**src/rtl/l1_arb_pkg.sv**
```systemverilog
// l1_arb_pkg
// Shared definitions for the L1 -> L2 request arbiter:
//   MEM_LD / MEM_ST : L2 opcode values for load and store
//   arb_state_e     : arbiter FSM states (IDLE, REQ, WAIT_RSP)
//   client_e        : client identifiers (CLIENT_I, CLIENT_D)
package l1_arb_pkg;

  localparam logic [3:0] MEM_LD = 4'd4;
  localparam logic [3:0] MEM_ST = 4'd7;

  typedef enum logic [1:0] {
    IDLE     = 2'd0,
    REQ      = 2'd1,
    WAIT_RSP = 2'd2
  } arb_state_e;

  typedef enum logic {
    CLIENT_I = 1'b0,
    CLIENT_D = 1'b1
  } client_e;

endpackage

```
**src/rtl/l1_arb_rr_arb2.sv**
```systemverilog
// rr_arb2
// Two-input round-robin picker with a last-grant register.
// Ports:
//   clk, reset   : clock, synchronous active-high reset
//   i_valid_i    : I-client requesting
//   d_valid_i    : D-client requesting
//   commit_i     : the pick offered this cycle is being taken
//   gnt_valid_o  : at least one client is requesting
//   gnt_o        : client that wins this cycle (combinational)
// The last-grant register resets to CLIENT_D so that the I-client wins
// the first conflict after reset.
module rr_arb2
  import l1_arb_pkg::*;
(
  input  logic    clk,
  input  logic    reset,
  input  logic    i_valid_i,
  input  logic    d_valid_i,
  input  logic    commit_i,
  output logic    gnt_valid_o,
  output client_e gnt_o
);

  client_e last_q;
  client_e last_d;

  // On a conflict the client that did not win last time is chosen;
  // a lone requester always wins.
  always_comb begin
    gnt_valid_o = i_valid_i | d_valid_i;
    if (i_valid_i && d_valid_i) begin
      gnt_o = (last_q == CLIENT_D) ? CLIENT_I : CLIENT_D;
    end else if (d_valid_i) begin
      gnt_o = CLIENT_D;
    end else begin
      gnt_o = CLIENT_I;
    end
    last_d = last_q;
    if (commit_i && gnt_valid_o) begin
      last_d = gnt_o;
    end
  end

  always_ff @(posedge clk) begin
    if (reset) begin
      last_q <= CLIENT_D;
    end else begin
      last_q <= last_d;
    end
  end

endmodule

```
**src/rtl/l1_arb.sv**
```systemverilog
// l1_arb
// Merges L1 I-cache and D-cache miss/writeback requests onto the single
// L2 request port, one transaction outstanding at a time, round-robin
// on conflict, and steers each L2 response back to the issuing client.
// Ports:
//   clk, reset                        : clock, synchronous active-high reset
//   i_req_valid/addr, i_req_ack       : I-client request (always a load)
//   d_req_valid/addr/store_data/opcode, d_req_ack : D-client request
//   i_rsp_valid/data, d_rsp_valid/data: per-client response, data held
//   l2_req_valid/addr/store_data/opcode, l2_req_ack : L2 request port
//   l2_rsp_valid/data                 : L2 response
//   protocol_err                      : sticky, L2 response with nothing outstanding
// Optional feature macro L1_ARB_PERF_EN adds 64-bit counters
//   i_grants, d_grants, conflict_cycles.
// All outputs are registered.
module l1_arb
  import l1_arb_pkg::*;
#(
  parameter int ADDR_W = 32,
  parameter int DATA_W = 128,
  parameter int OPC_W  = 4
) (
  input  logic              clk,
  input  logic              reset,
  input  logic              i_req_valid,
  input  logic [ADDR_W-1:0] i_req_addr,
  input  logic              d_req_valid,
  input  logic [ADDR_W-1:0] d_req_addr,
  input  logic [DATA_W-1:0] d_req_store_data,
  input  logic [OPC_W-1:0]  d_req_opcode,
  output logic              i_req_ack,
  output logic              d_req_ack,
  output logic              i_rsp_valid,
  output logic [DATA_W-1:0] i_rsp_data,
  output logic              d_rsp_valid,
  output logic [DATA_W-1:0] d_rsp_data,
  output logic              l2_req_valid,
  output logic [ADDR_W-1:0] l2_req_addr,
  output logic [DATA_W-1:0] l2_req_store_data,
  output logic [OPC_W-1:0]  l2_req_opcode,
  input  logic              l2_req_ack,
  input  logic              l2_rsp_valid,
  input  logic [DATA_W-1:0] l2_rsp_data,
  output logic              protocol_err
`ifdef L1_ARB_PERF_EN
  ,
  output logic [63:0]       i_grants,
  output logic [63:0]       d_grants,
  output logic [63:0]       conflict_cycles
`endif
);

  arb_state_e        state_q, state_d;
  client_e           owner_q, owner_d;
  logic [ADDR_W-1:0] addr_q, addr_d;
  logic [DATA_W-1:0] data_q, data_d;
  logic [OPC_W-1:0]  opc_q, opc_d;
  logic              l2_valid_q, l2_valid_d;
  logic              i_ack_q, i_ack_d;
  logic              d_ack_q, d_ack_d;
  logic              i_rsp_valid_q, i_rsp_valid_d;
  logic              d_rsp_valid_q, d_rsp_valid_d;
  logic [DATA_W-1:0] i_rsp_data_q, i_rsp_data_d;
  logic [DATA_W-1:0] d_rsp_data_q, d_rsp_data_d;
  logic              err_q, err_d;

  logic              grant_en;
  logic              gnt_valid;
  client_e           gnt;
  logic              rsp_fire;

  rr_arb2 u_rr (
    .clk        (clk),
    .reset      (reset),
    .i_valid_i  (i_req_valid),
    .d_valid_i  (d_req_valid),
    .commit_i   (grant_en),
    .gnt_valid_o(gnt_valid),
    .gnt_o      (gnt)
  );

  // Client valids are only looked at in IDLE, so a loser that keeps its
  // valid high is simply picked up on the next return to IDLE.
  assign grant_en = (state_q == IDLE) && gnt_valid;

  // A response counts when it arrives with the accepting ack in REQ or at
  // any time in WAIT_RSP; a response in REQ before the ack is not ours.
  assign rsp_fire = ((state_q == REQ) && l2_req_ack && l2_rsp_valid) ||
                    ((state_q == WAIT_RSP) && l2_rsp_valid);

  always_comb begin
    state_d       = state_q;
    owner_d       = owner_q;
    addr_d        = addr_q;
    data_d        = data_q;
    opc_d         = opc_q;
    l2_valid_d    = l2_valid_q;
    i_ack_d       = 1'b0;
    d_ack_d       = 1'b0;
    i_rsp_valid_d = 1'b0;
    d_rsp_valid_d = 1'b0;
    i_rsp_data_d  = i_rsp_data_q;
    d_rsp_data_d  = d_rsp_data_q;
    err_d         = err_q;

    case (state_q)
      IDLE: begin
        if (l2_rsp_valid) begin
          err_d = 1'b1;
        end
        if (grant_en) begin
          owner_d    = gnt;
          l2_valid_d = 1'b1;
          state_d    = REQ;
          if (gnt == CLIENT_I) begin
            addr_d  = i_req_addr;
            data_d  = '0;
            opc_d   = OPC_W'(MEM_LD);
            i_ack_d = 1'b1;
          end else begin
            addr_d  = d_req_addr;
            data_d  = d_req_store_data;
            opc_d   = d_req_opcode;
            d_ack_d = 1'b1;
          end
        end
      end
      REQ: begin
        if (l2_req_ack) begin
          l2_valid_d = 1'b0;
          state_d    = l2_rsp_valid ? IDLE : WAIT_RSP;
        end
      end
      WAIT_RSP: begin
        if (l2_rsp_valid) begin
          state_d = IDLE;
        end
      end
      default: begin
        state_d = IDLE;
      end
    endcase

    // Store responses only produce the pulse; the data register keeps
    // whatever the last load returned.
    if (rsp_fire) begin
      if (owner_q == CLIENT_I) begin
        i_rsp_valid_d = 1'b1;
        if (opc_q != OPC_W'(MEM_ST)) begin
          i_rsp_data_d = l2_rsp_data;
        end
      end else begin
        d_rsp_valid_d = 1'b1;
        if (opc_q != OPC_W'(MEM_ST)) begin
          d_rsp_data_d = l2_rsp_data;
        end
      end
    end
  end

  always_ff @(posedge clk) begin
    if (reset) begin
      state_q       <= IDLE;
      owner_q       <= CLIENT_I;
      addr_q        <= '0;
      data_q        <= '0;
      opc_q         <= '0;
      l2_valid_q    <= 1'b0;
      i_ack_q       <= 1'b0;
      d_ack_q       <= 1'b0;
      i_rsp_valid_q <= 1'b0;
      d_rsp_valid_q <= 1'b0;
      i_rsp_data_q  <= '0;
      d_rsp_data_q  <= '0;
      err_q         <= 1'b0;
    end else begin
      state_q       <= state_d;
      owner_q       <= owner_d;
      addr_q        <= addr_d;
      data_q        <= data_d;
      opc_q         <= opc_d;
      l2_valid_q    <= l2_valid_d;
      i_ack_q       <= i_ack_d;
      d_ack_q       <= d_ack_d;
      i_rsp_valid_q <= i_rsp_valid_d;
      d_rsp_valid_q <= d_rsp_valid_d;
      i_rsp_data_q  <= i_rsp_data_d;
      d_rsp_data_q  <= d_rsp_data_d;
      err_q         <= err_d;
    end
  end

  assign i_req_ack         = i_ack_q;
  assign d_req_ack         = d_ack_q;
  assign i_rsp_valid       = i_rsp_valid_q;
  assign d_rsp_valid       = d_rsp_valid_q;
  assign i_rsp_data        = i_rsp_data_q;
  assign d_rsp_data        = d_rsp_data_q;
  assign l2_req_valid      = l2_valid_q;
  assign l2_req_addr       = addr_q;
  assign l2_req_store_data = data_q;
  assign l2_req_opcode     = opc_q;
  assign protocol_err      = err_q;

`ifdef L1_ARB_PERF_EN
  logic [63:0] i_grants_q, d_grants_q, conflict_q;

  // Every IDLE cycle with both clients valid is also a grant cycle, so
  // conflict_cycles never exceeds i_grants + d_grants.
  always_ff @(posedge clk) begin
    if (reset) begin
      i_grants_q <= '0;
      d_grants_q <= '0;
      conflict_q <= '0;
    end else begin
      if (grant_en && (gnt == CLIENT_I)) begin
        i_grants_q <= i_grants_q + 64'd1;
      end
      if (grant_en && (gnt == CLIENT_D)) begin
        d_grants_q <= d_grants_q + 64'd1;
      end
      if ((state_q == IDLE) && i_req_valid && d_req_valid) begin
        conflict_q <= conflict_q + 64'd1;
      end
    end
  end

  assign i_grants        = i_grants_q;
  assign d_grants        = d_grants_q;
  assign conflict_cycles = conflict_q;
`endif

endmodule

```
**config.mk**
```make
export PLATFORM = sky130hd
export DESIGN_NAME = l1_arb
export DESIGN_NICKNAME = d
export VERILOG_FILES = /design/src/rtl/l1_arb_pkg.sv /design/src/rtl/l1_arb_rr_arb2.sv /design/src/rtl/l1_arb.sv
export SDC_FILE = /design/constraint.sdc
export NUM_CORES = 1
export LEC_CHECK = 0
export CORE_AREA = 4 4 295 297
export DETAILED_ROUTE_END_ITERATION = 8
export DIE_AREA = 0 0 299 301
export RECOVER_POWER = 100
export SETUP_SLACK_MARGIN = 0.3
export SYNTH_ARGS = -nofsm -noshare
export SYNTH_HDL_FRONTEND = slang
export SYNTH_HIERARCHICAL = 1
export SYNTH_SLANG_ARGS = --single-unit
```
**constraint.sdc**
```tcl
create_clock -name clk -period 2.55 [get_ports clk]
set_input_delay 0.3825 -clock clk [delete_from_list [all_inputs] [get_ports clk]]
set_output_delay 0.3825 -clock clk [all_outputs]
set_load 0.02 [all_outputs]
```
-- After elaboration in Yosys (flattened, before gate mapping)
Index checks and enable logic that the tools add are counted.
- equality and inequality tests: 6
- muxes and demuxes: 18
- bitwise operators: 5
- reductions and logical operators: 17
- operators by type and width (operator ; number):
    $mux 128 ; 1
    $mux 32 ; 1
    $reduce_and 3->1 ; 4
    $mux 1 ; 9
    $mux 2 ; 4
    $logic_and 1x1->1 ; 6
    $pmux 2 s3 ; 1
    $mux 4 ; 1
    $ne 2x2->1 const B ; 2
    $ne 4x3->1 const B ; 1
    $not 1->1 ; 4
    $reduce_and 2->1 ; 2
    $reduce_or 3->1 ; 1
    $eq 2x1->1 const B ; 1
    $eq 2x2->1 const B ; 1
    $logic_not 2->1 ; 1
    $ne 2x1->1 const B ; 1
    $pmux 1 s2 ; 1
    $reduce_bool 2->1 ; 1
    $reduce_or 2->1 ; 1
    $logic_or 1x1->1 ; 1
    $or 1x1->1 ; 1
- register bits: 430
- input port bits: 330
- output and inout bits: 426
- logic and storage cells: 60

-- Longest topological paths before layout
Gate-level depths: netlist (run 1).
- word-level depth: 6
- gate-level depth with buffers: 7
- mapped depth without buffers: 5

-- Hierarchy
The synthesis (run 1) kept the hierarchy.
- by module, submodules not included (module ; instances ; cells each ; area an instance (µm²) ; sequential area each (µm²)):
    l1_arb ; 1 ; 1442 ; 16149.2 ; 8588.2
    rr_arb2 ; 1 ; 6 ; 56.3 ; 20.0

-- Worst setup path after synthesis (run 1)
Ideal clock, no wire load.
- path type: input-to-reg
- from: input port d_req_valid
- to: register data_q[100], in the netlist l2_req_store_data[100]
- setup time: 0.060 ns
- data arrival time: 1.869 ns
- data required time: 2.490 ns
- path slack: 0.622 ns
- stages on the path: 7
- path buffers: 2
- cells stage by stage: or2_2 -> or3b_4 -> clkinv_1 -> nor2_1 -> buf_2 -> clkbuf_1 -> a22o_1
- longest elaborated chain between the ends: 3
- elaborated cells on any way between the ends: 7
- classes of those cells: mux (3); bitwise (1); reduce/logical (3)
- ends and longest elaborated chain (item ; RTL line ; source):
    from (decl) ; l1_arb.sv:27 ; input logic d_req_valid,
    $mux 1, or another cell as far along ; l1_arb_rr_arb2.sv:33 ; end else if (d_valid_i) begin
    $mux 1 or $logic_and 1x1->1 (tied branches) ; l1_arb_rr_arb2.sv:31, l1_arb.sv:84 ;
    $mux 128 or $reduce_and 2->1 (tied branches) ; n/a ;
    to (signal assigned) ; l1_arb.sv:180 ; data_q <= data_d;
    to (decl) ; l1_arb.sv:56 ; logic [DATA_W-1:0] data_q, data_d;
Several ways; a longest one is shown, not always the timed one.
A chain may end at the register's enable or synchronous reset.

-- Worst setup path in the final report (run 1)
- from: input port i_req_valid
- to: register data_q[74], in the netlist l2_req_store_data[74]
- longest elaborated chain between the ends: 3
- elaborated cells on any way between the ends: 6
- classes of those cells: mux (2); bitwise (1); reduce/logical (3)
- ends and longest elaborated chain (item ; RTL line ; source):
    from (decl) ; l1_arb.sv:25 ; input logic i_req_valid,
    $or 1x1->1 ; l1_arb_rr_arb2.sv:30 ; gnt_valid_o = i_valid_i | d_valid_i;
    named net gnt_valid ; l1_arb.sv:68 ; logic gnt_valid;
    $logic_and 1x1->1 ; l1_arb.sv:84 ; assign grant_en = (state_q == IDLE) && gnt_valid;
    $reduce_and 2->1 (no source line) ; n/a ;
The timed path passes the listed nets, and every way through them passes these cells.

==> impl_metrics.yaml, run 1 <==
floorplanning:
  die_width_um: 299
  initial_utilization_pct: 19.2
  die_height_um: 301
  core_area_um2: 84600
  rows: 107
  num_io_pins: 756
  dieArea_um2: 90000
logic_synthesis:
  synthCells: 1448
  ys_types: 34
  yosysTopAreaCellShare_pct: 53.1
  synth_common_cells: "dfxtp_1 (430), nand2b_1 (386), mux2i_1 (288)"
  synth_area_leaders: "dfxtp_1 (53%), mux2i_1 (18%), nand2b_1 (15%), a22o_1 (7.0%), a211oi_1 (1.6%)"
  ys_async_sr_fraction_pct: 0
  syn-num-nets: 1778
  ys_warn_count: 6
  synth.avg_cell_area_um2: 11.2
  synth_most_common_cell: "dfxtp_1"
  ys_ff_latch: 430
  synth_edf_count: 0
  ys.flop_type: "dfxtp_1"
  yosysSeqAreaShare_pct: 53.1
  syn-cell-area_um2: 16200
  synth_area_leader_cell: "dfxtp_1"
cts:
  cts_tree: "yes"
  cts-buffers-inserted: 50
  clk_path_buf_depth: 3
  cts.sinks: 430
  clk_latency_ps: 570
  path_clk_slew_ps: 60
  clockRootBuffer: "clkbuf_16"
  postCtsHoldBufs: 0
  htreeDepth: 2
  cts_setup_buffers: 0
timing:
  grt_setup_unrepaired: "no"
  finalCriticalPeriod_ps: 2210
  hold_viol: 0
  skew_ps: 19.9
  setup_viol: 0
  timing.final.max_slew_violations: 0
  layout_worst_path_cycle_share_pct: 86.8
  fmax_mhz: 452
  slew_headroom_pct: 30.9
  worst_pin_slew_ps: 1040
  worst_slack_ps: 336
critical_path:
  required_ps: 3070
  critical_path_arrival_ps: 2730
  endpoint_kind: "flop"
  start_kind: "primary input"
  crit_chain: "dlygate4sd3_1 > or2_2 > or3b_1 > clkbuf_1 > nor3b_1 > buf_12 > buf_12 > a22o_1"
  max_stage_delay_ps: 620
  critPathBufInv: 4
  path_max_fanout: 35
  crit_slowest_cell: "dlygate4sd3_1"
  reg2reg_slack_ps: 340
  cpMostUsedCell: "buf_12"
  cp_top_family: "buffers and inverters"
  critical_path_class: "in -> reg"
pwr:
  p_clk_share_pct: 44.1
  power_density_nw_per_um2: 618
  swShare_pct: 24.8
  cellLeakagePower_nw: 11.7
  power_mw: 16.6
  seqPwrFrac_pct: 42.9
  max-vdd-ir-drop_mv: 0.397
  p_sw_mw: 4.10
  combPwrFrac_pct: 13.0
  p_int_mw: 12.5
route:
  drc_errors: 0
  dr_total_vias: 13103
  first_pass_iters: 4
  wl_per_cell_um: 19.1
  drt_iter0_drc: 510
  antenna_left: 0
  drt-total-wl_mm: 64.3
  via_per_inst: 3.89
global_routing:
  antenna_found_initial: 11
  grt_overflow: 0
  grt_usage_pct: 13.5
  first_global_vias: 13488
  grt_pass1_wl_mm: 91.8
  grt_max_degree: 105
finish:
  nNetsFinal: 2513
  drive_gt1_share_pct: 5.64
  area_delta_synth_final_pct: 65.2
place:
  io_buffers: 755
  hpwl_mm: 50.0
  pre_cts_ws_ps: -36.0
  place_congestion: 0.818
run:
  maxCapViolCount: 0
outcome:
  status: "finished, final reports clean"
hold_path:
  hold_path_class: "in -> reg"
==> cell families (layout without fill, tap and decap cells) <==
group,after synthesis,after routing,synth area share [%]
compound gates,177,177,9.19
buf+inv,117,887,3.59
flops,430,430,53.1
mux,288,288,17.8
other cells,0,3,0
simple gates,436,436,16.3
==> worst reg2reg max path, stage by stage (launching register included) <==
cell and delay [ps]:
dfxtp_1 440, and4b_1 320, a211o_4 200, clkbuf_4 780, mux2i_1 390
==> registers in the layout, summed over array words and instances, names as in the netlist, 2 cells and up <==
signal,flops
i_rsp_data,128
l2_req_addr,32
l2_req_opcode,4
l2_req_store_data,128
d_rsp_data,128
state_q,2
==> power groups by stage <==
| stage | combinational [mW] | clock [mW] | sequential, mW |
|---|---|---|---|
| final | 2.16 | 7.30 | 7.09 |
| after detailed placement | 2.28 | 0 | 7.25 |
| after global placement | 2.28 | 0 | 7.25 |
| after floorplan | 0.703 | 0 | 7.51 |
| after global routing | 2.30 | 7.82 | 7.12 |
| after CTS | 2.29 | 7.59 | 7.11 |
==> cell type report <==
type,count,area [µm²]
Clock inverter,23,267
Tap cell,1144,1430
Antenna cell,3,7.51
Clock buffer,64,1400
Timing Repair Buffer,797,8010
Sequential cell,430,8610
Fill cell,8691,57800
Multi-Input combinational cell,901,7040
Inverter,3,11.3
==> cell usage in the layout, fill, tap and decap left out, types with 3 or more instances in the layout <==
master / Yosys / layout
a211oi_1: 34 / 34
a21oi_1: 4 / 4
a22o_1: 130 / 130
buf_12: 0 / 13
buf_4: 14 / 19
bufinv_16: 0 / 5
clkbuf_1: 58 / 10
clkbuf_16: 0 / 51
clkbuf_2: 0 / 4
clkbuf_8: 0 / 7
clkdlybuf4s50_1: 0 / 327
clkinv_2: 0 / 11
dfxtp_1: 430 / 430
diode_2: 0 / 3
dlygate4sd3_1: 0 / 425
inv_1: 2 / 3
mux2i_1: 288 / 288
nand2b_1: 386 / 386
nor2_1: 37 / 36
==> through the flow <==
stage / utilization (%) / hold slack, ps / instances / area [µm²] / TNS (ps)
finish: 31.6 / 288 / 3365 / 26800 / 0
global route: 31.6 / 295 / 3362 / 26800 / 0
CTS: 31.7 / 263 / 3362 / 26800 / 0
detailed placement: 29.7 / 455 / 3275 / 25200 / -1560
global placement: 29.7 / 447 / 3275 / 25200 / -1820
floorplan: - / 447 / 1448 / 16200 / 0
==> routing by layer <==
| layer | share of wire [%] | vias up | wire length (µm) | track usage [%] |
|---|---|---|---|---|
| li1 | - | 6466 | - | - |
| met3 | 8.1 | 103 | 5190 | 4.84 |
| met5 | 0.045 | - | 29 | 0 |
| met1 | 40 | 6019 | 25800 | 15.5 |
| met4 | 3.3 | 6 | 2120 | 4.59 |
| met2 | 48 | 509 | 31200 | 23.2 |
==> path summary, 6_finish.rpt <==
check,from,to,depth (start not counted)
max reg2reg,l2_req_opcode[0],d_rsp_data[27],4
max,i_req_valid,l2_req_store_data[74],8
min,reset,l2_req_addr[19],2
min reg2reg,i_rsp_data[53],i_rsp_data[53],2
==> what timing repair did <==
action                     in CTS  in global routing
setup endpoints to repair       2                  0
gates resized for setup         2                  0
hold endpoints to repair        0                  0
Note: power is estimated with default switching activity, not from simulation.
==> run 2: changes to the inputs <==
--- a/config.mk
+++ b/config.mk
@@ -5,6 +5,7 @@
 export SDC_FILE = /design/constraint.sdc
 export NUM_CORES = 1
 export LEC_CHECK = 0
+export CAP_MARGIN = 20
 export CORE_AREA = 4 4 295 297
 export DETAILED_ROUTE_END_ITERATION = 8
 export DIE_AREA = 0 0 299 301
==> results of run 2 <==
No change in the layout: final DEF, timing and power equal those of run 1.
